<file path="config.mk">
export PLATFORM = sky130hd
export DESIGN_NAME = skid_buffer
export DESIGN_NICKNAME = d
export VERILOG_FILES = /design/src/rtl/skid_buffer.sv
export SDC_FILE = /design/constraint.sdc
export NUM_CORES = 1
export LEC_CHECK = 0
export CAP_MARGIN = 20
export CORE_ASPECT_RATIO = 0.75
export CORE_MARGIN = 1
export CORE_UTILIZATION = 40
export DETAILED_ROUTE_END_ITERATION = 16
export MAX_ROUTING_LAYER = met4
export PLACE_DENSITY = 0.66
export SYNTH_ARGS = -nofsm -noshare
export SYNTH_HDL_FRONTEND = slang
export SYNTH_SLANG_ARGS = --single-unit
</file>
<file path="constraint.sdc">
create_clock -name clk -period 1.5 [get_ports clk]
set_input_delay 0.3 -clock clk [delete_from_list [all_inputs] [get_ports clk]]
set_output_delay 0.3 -clock clk [all_outputs]
set_load 0.01 [all_outputs]
</file>
<file path="src/rtl/skid_buffer.sv">
// skid_buffer: single-stage valid/ready pipeline register with one skid entry.
// Every output (data, valid and ready) comes straight from a flop, so no
// combinational path crosses the buffer in either direction. The skid entry
// catches the one beat that upstream launches in the cycle before it sees
// i_ready_o fall. That keeps full throughput without losing any beat.
module skid_buffer #(
  parameter int DATA_W = 8
) (
  input  logic              clk,
  input  logic              reset,
  input  logic              i_valid_i,
  input  logic [DATA_W-1:0] i_data_i,
  output logic              i_ready_o,
  input  logic              e_ready_i,
  output logic              e_valid_o,
  output logic [DATA_W-1:0] e_data_o
);

  // EMPTY: nothing held; BUSY: out_q holds a beat; FULL: out_q and skid_q hold beats
  typedef enum logic [1:0] {
    ST_EMPTY = 2'd0,
    ST_BUSY  = 2'd1,
    ST_FULL  = 2'd2
  } state_t;

  state_t            state_q, state_d;
  logic [DATA_W-1:0] out_q, out_d;
  logic [DATA_W-1:0] skid_q, skid_d;
  logic              e_valid_q, e_valid_d;
  logic              i_ready_q, i_ready_d;

  logic in_xfer;
  logic eg_xfer;

  // Handshakes are judged against the registered flags the neighbours actually see
  assign in_xfer = i_valid_i && i_ready_q;
  assign eg_xfer = e_valid_q && e_ready_i;

  // Next-state and datapath selection; both flags follow the next state, so they stay registered
  always_comb begin
    state_d = state_q;
    out_d   = out_q;
    skid_d  = skid_q;
    unique case (state_q)
      ST_EMPTY: begin
        if (in_xfer) begin
          state_d = ST_BUSY;
          out_d   = i_data_i;
        end
      end
      ST_BUSY: begin
        if (in_xfer && eg_xfer) begin
          out_d = i_data_i;
        end else if (in_xfer) begin
          // The new beat is younger than the one in out_q, so it waits in skid_q
          state_d = ST_FULL;
          skid_d  = i_data_i;
        end else if (eg_xfer) begin
          state_d = ST_EMPTY;
        end
      end
      ST_FULL: begin
        // i_ready_o is low here, so only the drain of the older beat can happen
        if (eg_xfer) begin
          state_d = ST_BUSY;
          out_d   = skid_q;
        end
      end
      default: begin
        state_d = ST_EMPTY;
      end
    endcase
    e_valid_d = (state_d != ST_EMPTY);
    i_ready_d = (state_d != ST_FULL);
  end

  // State, payload and flag registers; reset takes priority over any transfer in the same cycle
  always_ff @(posedge clk) begin
    if (reset) begin
      state_q   <= ST_EMPTY;
      out_q     <= '0;
      skid_q    <= '0;
      e_valid_q <= 1'b0;
      i_ready_q <= 1'b1;
    end else begin
      state_q   <= state_d;
      out_q     <= out_d;
      skid_q    <= skid_d;
      e_valid_q <= e_valid_d;
      i_ready_q <= i_ready_d;
    end
  end

  assign i_ready_o = i_ready_q;
  assign e_valid_o = e_valid_q;
  assign e_data_o  = out_q;

endmodule

</file>
==> metrics.cfg, run 1 <==
[run_status]
status = completed

[clock_tree]
hold_buffers = 0
postCtsSetupBuffers = 0
clk_pin_slew_worst_paths_ps = 100
cts_tree = done
cts_resized = 9
cts.sinks = 20
h-tree-depth = 1
cts_buffer_depth = 2
cts-root-buf = clkbuf_4
cts_inserted_buffers = 3
worstSkewPairLatency_ps = 290

[routing]
drc_errors = 0
wirelength_um = 2170
ant_nets = 0
routedWlPerCell_um = 14.0
dr.first_iter.drc_count = 18
dr.pass1.iters = 4
vias = 839
vias_per_cell = 5.41

[timing]
worst_pin_slew_ps = 380
finalSetupViolCount = 0
holdWs_ps = 485
hold_viol = 0
slew_headroom = 0.747
skew_ps = 0.657
grt_setup_unrepaired = no
timing.final.ws_setup_ps = 107
period_minus_slack_ps = 1390
drv_slew = 0
fmax_ghz = 0.718
post-route-period-util = 0.929

[placement]
dp_hpwl_um = 1630
pre_cts_ws_ps = -334
gp_congestion = 0.805
placed_cells = 152
postPlaceCellArea_mm2 = 0.00124
io_buffers = 21

[worst_setup_path]
r2r-start = state_q[0]
crit_path_start = state_q[0]
crit_type = reg -> reg
r2r-end = e_data_o[7]
cp.arrival_ps = 1570
setup.worst_path.end_class = flip-flop
path_max_fanout = 12
reg2reg_depth = 3
crit_end = e_data_o[7]
startpoint_type = flip-flop
rrSetupSlack_ps = 110
crit_required_ps = 1680

[finish]
mostFrequentLayoutCells = 18 x dfxtp_1, 11 x a211oi_1, 11 x clkdlybuf4s50_1, 11 x buf_4, 9 x o21ai_0
fin_area_mm2 = 0.00127
drive_above_1_share = 0.215
area_growth_pct = 29.2
fillers = 235
diodes = 0
finalNonFillerCells = 155
layout_commonest_cell = dfxtp_1
nets = 135

[yosys]
syn_avg_cell_area_um2 = 10.5
ys_types = 27
ys_warn_count = 0
yosys_register_bits = 20
ys_seq_area_frac = 0.406
syn_nets = 106
syn_inst = 94
syn_area_um2 = 986

[global_routing]
gr-usage-all-layers = 0.185
gr-total-overflow = 0
grt_pass1_vias = 775
grt_antenna_before_repair = 0
grt_pass1_wl_um = 3440
grt_max_degree = 18

[power]
powerDensity_mw_per_mm2 = 972
leakage_nw = 0.577
finalPower_mw = 1.24
ir_worst_vdd_mv = 0.421

[floorplanning]
die_y_um = 45.0
rows = 15
core_mm2 = 0.00231
die_w_um = 59.3
start_util = 0.427
dieArea_mm2 = 0.00267
ioPinCount = 22

[worst_hold_path]
hp-class = reg -> reg

[job]
cap_violations = 0

cells by family after synthesis:
kind of cell           share of synthesized area
AO/OA/AOI/OAI                              0.319
flip-flops                                 0.406
AND/OR/NAND/NOR                            0.112
multiplexers                              0.0812
buffers and inverters                     0.0825
state kept, by name, summed over array words and instances (netlist names):
signal	count
i_ready_o	1
skid_q	8
e_data_o	8
state_q	2
e_valid_o	1
power by group:
group / total (mW) / internal [mW] / leakage (nW) / switching (mW)
Sequential: 0.622 / 0.584 / 0.164 / 0.0384
Clock: 0.250 / 0.0936 / 0.0138 / 0.157
Combinational: 0.366 / 0.188 / 0.399 / 0.178
synthesized netlist by cell type (all sizes together):
master | number | area share
dfxtp | 20 | 0.41
a211oi | 16 | 0.15
a21oi | 9 | 0.049
o21ai | 9 | 0.046
mux2i | 8 | 0.081
nand3 | 8 | 0.041
buf | 6 | 0.075
nand2 | 3 | 0.011
clkbuf | 2 | 0.0076
a21bo | 1 | 0.010
a21boi | 1 | 0.019
a21o | 1 | 0.0076
a221o | 1 | 0.010
a221oi | 1 | 0.0089
and3b | 1 | 0.0089
and4b | 1 | 0.010
nand2b | 1 | 0.0089
nand3b | 1 | 0.0076
nand4 | 1 | 0.0063
nor3b | 1 | 0.0076
nor4bb | 1 | 0.010
o22ai | 1 | 0.020
per-stage QoR:
stage               TNS, ps  utilization
finish                    0        0.552
detailed placement    -4650        0.537
global route              0        0.552
CTS                       0        0.546
global placement      -3670        0.537
floorplan                 0            -
worst max-delay path, stage by stage, from the launching register on:
cell and delay [ps]:
dfxtp_1 430, nand2b_2 400, mux2i_1 340, a211oi_2 110
per-layer routing:
layer | up-vias | wire [um] | part of all wire | track usage
met5 | - | 0 | 0 | -
met2 | 27 | 970 | 0.45 | 0.294
met3 | 2 | 198 | 0.091 | 0.0516
met1 | 393 | 989 | 0.46 | 0.228
li1 | 417 | - | - | -
met4 | 0 | 14 | 0.0064 | 0.0571
worst min path at each step:
stage | start | end | slack (ps) | depth (start not counted)
after floorplan | e_ready_i | state_q[1] | 410 | 1
after global placement | skid_q[6] | skid_q[6] | 460 | 2
after detailed placement | skid_q[6] | skid_q[6] | 470 | 2
after CTS | skid_q[6] | skid_q[6] | 480 | 2
after global routing | skid_q[6] | skid_q[6] | 510 | 2
final | skid_q[6] | skid_q[6] | 480 | 2
layout make-up:
| cell class | instances | area (um^2) | share of cell area |
|---|---|---|---|
| tap | 34 | 42.5 | 0.0334 |
| multi-input combinational | 66 | 504 | 0.396 |
| timing repair buffer | 32 | 299 | 0.235 |
| sequential | 20 | 405 | 0.318 |
| clock buffer | 3 | 22.5 | 0.0177 |
Power figures use the tool's default switching activity.
==> inputs of run 2 (changes only) <==
- CORE_MARGIN: 1 -> 10
==> metrics.cfg, run 2 (synthesis gave the netlist of run 1 again) <==
[global_routing]
grt_pass1_wl_um = 3970  ; was 3440 um
grt_antenna_before_repair = 0  ; unchanged
grt_pass1_vias = 813  ; was 775
gr-total-overflow = 0  ; unchanged
top_usage_layer = met2  ; unchanged
grt_max_degree = 18  ; unchanged
use_met3 = 0.0417  ; was 0.0516
grtUsageMet2 = 0.141  ; was 0.294
gr-usage-all-layers = 0.100  ; was 0.185
gr-usage-met1 = 0.128  ; was 0.228

[timing]
setup_tns_ps = 0  ; unchanged
finalSetupViolCount = 0  ; unchanged
post-route-period-util = 0.915  ; was 0.929
skew_ps = 4.37  ; was 0.657 ps
period_minus_slack_ps = 1370  ; was 1390 ps
grt_setup_unrepaired = no  ; unchanged
hold_viol = 0  ; unchanged
slew_headroom = 0.787  ; was 0.747
drv_slew = 0  ; unchanged
fmax_ghz = 0.728  ; was 0.718 GHz
worst_pin_slew_ps = 311  ; was 380 ps

[worst_setup_path]
cp_cell_sequence = clkdlybuf4s50_1, and4b_1, buf_4, a211oi_1, a211oi_1  ; was nand2b_2, mux2i_1, a211oi_2
setup.worst_path.end_class = flip-flop  ; unchanged
rrSetupSlack_ps = 130  ; was 110 ps
r2r-start = state_q[1]  ; was state_q[0]
cp.buffers_inverters = 2  ; was 0
crit_path_start = e_ready_i  ; was state_q[0]
critical_path_depth = 5  ; was 3
cp.arrival_ps = 1590  ; was 1570 ps
reg2reg_depth = 4  ; was 3
crit_end = e_data_o[5]  ; was e_data_o[7]
critical-path-max-stage-delay_ps = 610  ; was 430 ps
crit_required_ps = 1720  ; was 1680 ps
cpMostUsedCell = a211oi_1
crit_type = in -> reg  ; was reg -> reg
startpoint_type = primary input  ; was flip-flop
critPathTopFamily = buffers and inverters  ; was flip-flops
r2r-end = e_data_o[7]  ; unchanged
path_max_fanout = 8  ; was 12
cp_slowest_cell = clkdlybuf4s50_1  ; was dfxtp_1

[floorplanning]
die_w_um = 77.3  ; was 59.3 um
start_util = 0.424  ; was 0.427
rows = 15  ; unchanged
ioPinCount = 22  ; unchanged
core_mm2 = 0.00233  ; was 0.00231 mm^2
dieArea_mm2 = 0.00487  ; was 0.00267 mm^2
die_y_um = 63.0  ; was 45.0 um

[routing]
routedWlPerCell_um = 15.5  ; was 14.0 um
drc_errors = 0  ; unchanged
vias = 830  ; was 839
ant_nets = 0  ; unchanged
dr.pass1.iters = 4  ; unchanged
dr.first_iter.drc_count = 69  ; was 18
wirelength_um = 2380  ; was 2170 um
vias_per_cell = 5.39  ; was 5.41

[clock_tree]
cts_inserted_buffers = 3  ; unchanged
cts_tree = done  ; unchanged
clk_pin_slew_worst_paths_ps = 110  ; was 100 ps
cts.sinks = 20  ; unchanged
postCtsSetupBuffers = 0  ; unchanged
cts_buffer_depth = 2  ; unchanged
worstSkewPairLatency_ps = 300  ; was 290 ps
h-tree-depth = 1  ; unchanged
cts-root-buf = clkbuf_4  ; unchanged

[power]
clock_power_share = 0.200  ; was 0.202
powerDensity_mw_per_mm2 = 982  ; was 972 mW/mm^2
p_int_uw = 863  ; was 865 uW
leakage_nw = 0.531  ; was 0.577 nW
power_frac_comb = 0.296  ; was 0.295
sw_frac_of_total = 0.303  ; was 0.301
p_switching_uw = 376  ; was 372 uW
ir_worst_vdd_mv = 0.555  ; was 0.421 mV
seqPwrFrac = 0.504  ; was 0.503

[placement]
gp_congestion = 0.797  ; was 0.805
postPlaceCellArea_mm2 = 0.00123  ; was 0.00124 mm^2
placed_cells = 151  ; was 152
dp_hpwl_um = 1740  ; was 1630 um
io_buffers = 21  ; unchanged

[finish]
finalNonFillerCells = 154  ; was 155
area_growth_pct = 28.0  ; was 29.2%
drive_above_1_share = 0.208  ; was 0.215
diodes = 0  ; unchanged
multi_input_area_um2 = 515  ; was 504 um^2
nets = 134  ; was 135
mostFrequentLayoutCells = 18 x dfxtp_1, 11 x a211oi_1, 11 x clkdlybuf4s50_1, 10 x buf_4  ; was 18 x dfxtp_1, 11 x a211oi_1, 11 x clkdlybuf4s50_1, 11 x buf_4, 9 x o21ai_0
layout_commonest_cell = dfxtp_1  ; unchanged
fillers = 232  ; was 235
utilization = 0.542  ; was 0.552
fin_area_mm2 = 0.00126  ; was 0.00127 mm^2
seqCellArea_um2 = 405  ; unchanged

[job]
cap_violations = 0  ; unchanged

[worst_hold_path]
hp-class = reg -> reg  ; unchanged

[run_status]
status = completed  ; unchanged

run 2: changes by cell type in the layout (fill, tap and decap cells not counted), sizes merged:
cell,before,now
dlygate4sd2,5,9
buf,11,10
dlymetal6s2s,5,1
run 2: worst min-delay path by stage:
stage                 endpoint  slack, ps  depth (start not counted)  startpoint
detailed placement   skid_q[0]        470                          2   skid_q[0]
floorplan           state_q[1]        410                          1   e_ready_i
CTS                  skid_q[0]        480                          2   skid_q[0]
global route         skid_q[0]        520                          2   skid_q[0]
global placement     skid_q[5]        460                          2   skid_q[5]
finish               skid_q[0]        480                          2   skid_q[0]
run 2: final cells by class:
type / instances / share of cell area
Multi-Input combinational cell: 66 / 0.408
Sequential cell: 20 / 0.321
Timing Repair Buffer: 31 / 0.219
Tap cell: 34 / 0.0337
Clock buffer: 3 / 0.0178
run 2: per-layer routing:
| metal | wire, um | up-vias |
|---|---|---|
| met4 | 20 | 0 |
| met1 | 1200 | 400 |
| met3 | 107 | 2 |
| li1 | - | 414 |
| met2 | 1050 | 14 |
| met5 | 0 | - |
run 2: power by group through the flow:
stage / registers (mW) / logic [mW] / clock network (mW)
after floorplan: 0.644 / 0.229 / 0
after global placement: 0.633 / 0.375 / 0
after detailed placement: 0.635 / 0.381 / 0
after CTS: 0.622 / 0.364 / 0.264
after global routing: 0.633 / 0.402 / 0.279
final: 0.624 / 0.367 / 0.248
run 2: what timing repair did:
item,CTS,global route
gates resized for setup,13,3
setup endpoints to repair,15,6
hold buffers,0,0
run 2: per-stage QoR:
| step | setup slack, ps | hold slack (ps) | power, mW |
|---|---|---|---|
| after floorplan | 260 | 412 | 0.873 |
| after global placement | -289 | 461 | 1.01 |
| after detailed placement | -364 | 468 | 1.02 |
| after CTS | 3.80 | 484 | 1.25 |
| after global routing | 20.2 | 518 | 1.31 |
| final | 127 | 483 | 1.24 |
run 2: tightest hold or removal path, cell delays in order, from the launching register on:
cell and delay, ps:
dfxtp_1 320, o21ai_0 60, a21oi_1 60
==> inputs of run 3 (changes only) <==
- CORE_UTILIZATION: 40 -> 48
- PLACE_DENSITY: 0.66 -> 0.77
==> metrics.cfg, run 3 (synthesis gave the netlist of run 1 again) <==
[floorplanning]
rows = 14  ; was 15
dieArea_mm2 = 0.00429  ; was 0.00487 mm^2
die_w_um = 72.3  ; was 77.3 um
die_y_um = 59.3  ; was 63.0 um
start_util = 0.498  ; was 0.424
core_mm2 = 0.00198  ; was 0.00233 mm^2
ioPinCount = 22  ; unchanged

[placement]
placed_cells = 140  ; was 151
io_buffers = 21  ; unchanged
gp_congestion = 0.811  ; was 0.797
dp_hpwl_um = 1820  ; was 1740 um
postPlaceCellArea_mm2 = 0.00124  ; was 0.00123 mm^2

[clock_tree]
clk_pin_slew_worst_paths_ps = 110  ; about the same
worstSkewPairLatency_ps = 300  ; about the same
cts_buffer_depth = 2  ; unchanged
cts_resized = 10  ; was 13
cts.sinks = 20  ; unchanged
h-tree-depth = 1  ; unchanged
postCtsSetupBuffers = 0  ; unchanged
cts_inserted_buffers = 3  ; unchanged
cts-root-buf = clkbuf_4  ; unchanged
hold_buffers = 0  ; unchanged
cts_tree = done  ; unchanged

[power]
p_int_uw = 879  ; was 863 uW
p_switching_uw = 379  ; was 376 uW
power_frac_comb = 0.306  ; was 0.296
powerDensity_mw_per_mm2 = 988  ; was 982 mW/mm^2
clock_power_share = 0.197  ; was 0.200
sw_frac_of_total = 0.301  ; was 0.303
seqPwrFrac = 0.497  ; was 0.504
ir_worst_vdd_mv = 0.738  ; was 0.555 mV
leakage_nw = 0.558  ; was 0.531 nW

[worst_setup_path]
crit_type = in -> reg  ; unchanged
cp.arrival_ps = 1560  ; was 1590 ps
startpoint_type = primary input  ; unchanged
crit_required_ps = 1670  ; was 1720 ps
setup.worst_path.end_class = flip-flop  ; unchanged
path_max_fanout = 8  ; unchanged

[timing]
setup_tns_ps = 0  ; unchanged
grt_setup_unrepaired = no  ; unchanged
worst_pin_slew_ps = 307  ; was 311 ps
drv_slew = 0  ; unchanged
period_minus_slack_ps = 1390  ; was 1370 ps
slew_headroom = 0.796  ; was 0.787
post-route-period-util = 0.929  ; was 0.915
fmax_ghz = 0.718  ; was 0.728 GHz
hold_viol = 0  ; unchanged
holdWs_ps = 485  ; was 483 ps
skew_ps = 7.65  ; was 4.37 ps
finalSetupViolCount = 0  ; unchanged

[routing]
vias = 836  ; was 830
routedWlPerCell_um = 16.9  ; was 15.5 um
drc_errors = 0  ; unchanged
dr.first_iter.drc_count = 83  ; was 69
vias_per_cell = 5.85  ; was 5.39
wirelength_um = 2410  ; was 2380 um
dr.pass1.iters = 4  ; unchanged
ant_nets = 0  ; unchanged

[finish]
utilization = 0.643  ; was 0.542
finalNonFillerCells = 143  ; was 154
layout_commonest_cell = dfxtp_1  ; unchanged
fillers = 160  ; was 232
mostFrequentLayoutCells = 19 x dfxtp_1, 11 x a211oi_1, 11 x clkdlybuf4s50_1, 9 x o21ai_0  ; was 18 x dfxtp_1, 11 x a211oi_1, 11 x clkdlybuf4s50_1, 10 x buf_4
nets = 133  ; was 134
diodes = 0  ; unchanged
drive_above_1_share = 0.193  ; was 0.208
area_growth_pct = 29.2  ; was 28.0%
fin_area_mm2 = 0.00127  ; was 0.00126 mm^2

[global_routing]
grt_pass1_wl_um = 4060  ; was 3970 um
grt_max_degree = 18  ; unchanged
grt_pass1_vias = 845  ; was 813
grt_antenna_before_repair = 0  ; unchanged
gr-usage-all-layers = 0.122  ; was 0.100
gr-total-overflow = 0  ; unchanged

[worst_hold_path]
hp-class = reg -> reg  ; unchanged

[run_status]
status = completed  ; unchanged

[job]
cap_violations = 0  ; unchanged

run 3: cell count changes in the layout (fill, tap and decap cells not counted):
cell / change
buf_12: +2
buf_4: -3
dfxtp_1: +1
dfxtp_2: -1
dlygate4sd2_1: -2
dlymetal6s2s_1: +2
run 3: final timing paths:
check	startpoint	endpoint	slack [ps]	cells past startpoint
max	e_ready_i	e_data_o[5]	110	4
min	skid_q[4]	skid_q[4]	480	2
max reg2reg	state_q[1]	e_data_o[7]	160	4
min reg2reg	skid_q[4]	skid_q[4]	480	2
run 3: final cells by class:
type	count	area (um^2)	share of cell area
Multi-Input combinational cell	66	515	0.405
Sequential cell	20	404	0.317
Timing Repair Buffer	30	302	0.237
Tap cell	24	30.0	0.0236
Clock buffer	3	22.5	0.0177
run 3: power by group through the flow:
stage | combinational, mW | sequential [mW] | clock (mW)
6_report | 0.385 | 0.625 | 0.248
3_3_place_gp | 0.390 | 0.632 | 0
2_1_floorplan | 0.229 | 0.644 | 0
4_1_cts | 0.384 | 0.624 | 0.254
3_5_place_dp | 0.397 | 0.636 | 0
5_1_grt | 0.419 | 0.634 | 0.279
run 3: layer usage:
| metal | up-vias | global-route usage | part of all wire |
|---|---|---|---|
| met1 | 389 | 0.148 | 0.48 |
| met5 | - | - | 0 |
| met2 | 28 | 0.184 | 0.46 |
| met3 | 2 | 0.0519 | 0.063 |
| li1 | 417 | - | - |
| met4 | 0 | 0.0220 | 0.0021 |
run 3: stage by stage:
| step | worst slack (ps) | power, mW |
|---|---|---|
| after detailed placement | -383 | 1.03 |
| after global routing | 9.59 | 1.33 |
| after floorplan | 260 | 0.873 |
| final | 107 | 1.26 |
| after CTS | 0.0550 | 1.26 |
| after global placement | -302 | 1.02 |
run 3: critical path: stages:
cell and delay (ps):
clkdlybuf4s50_1 620, nand2_1 180, o22ai_4 330, a211oi_1 130
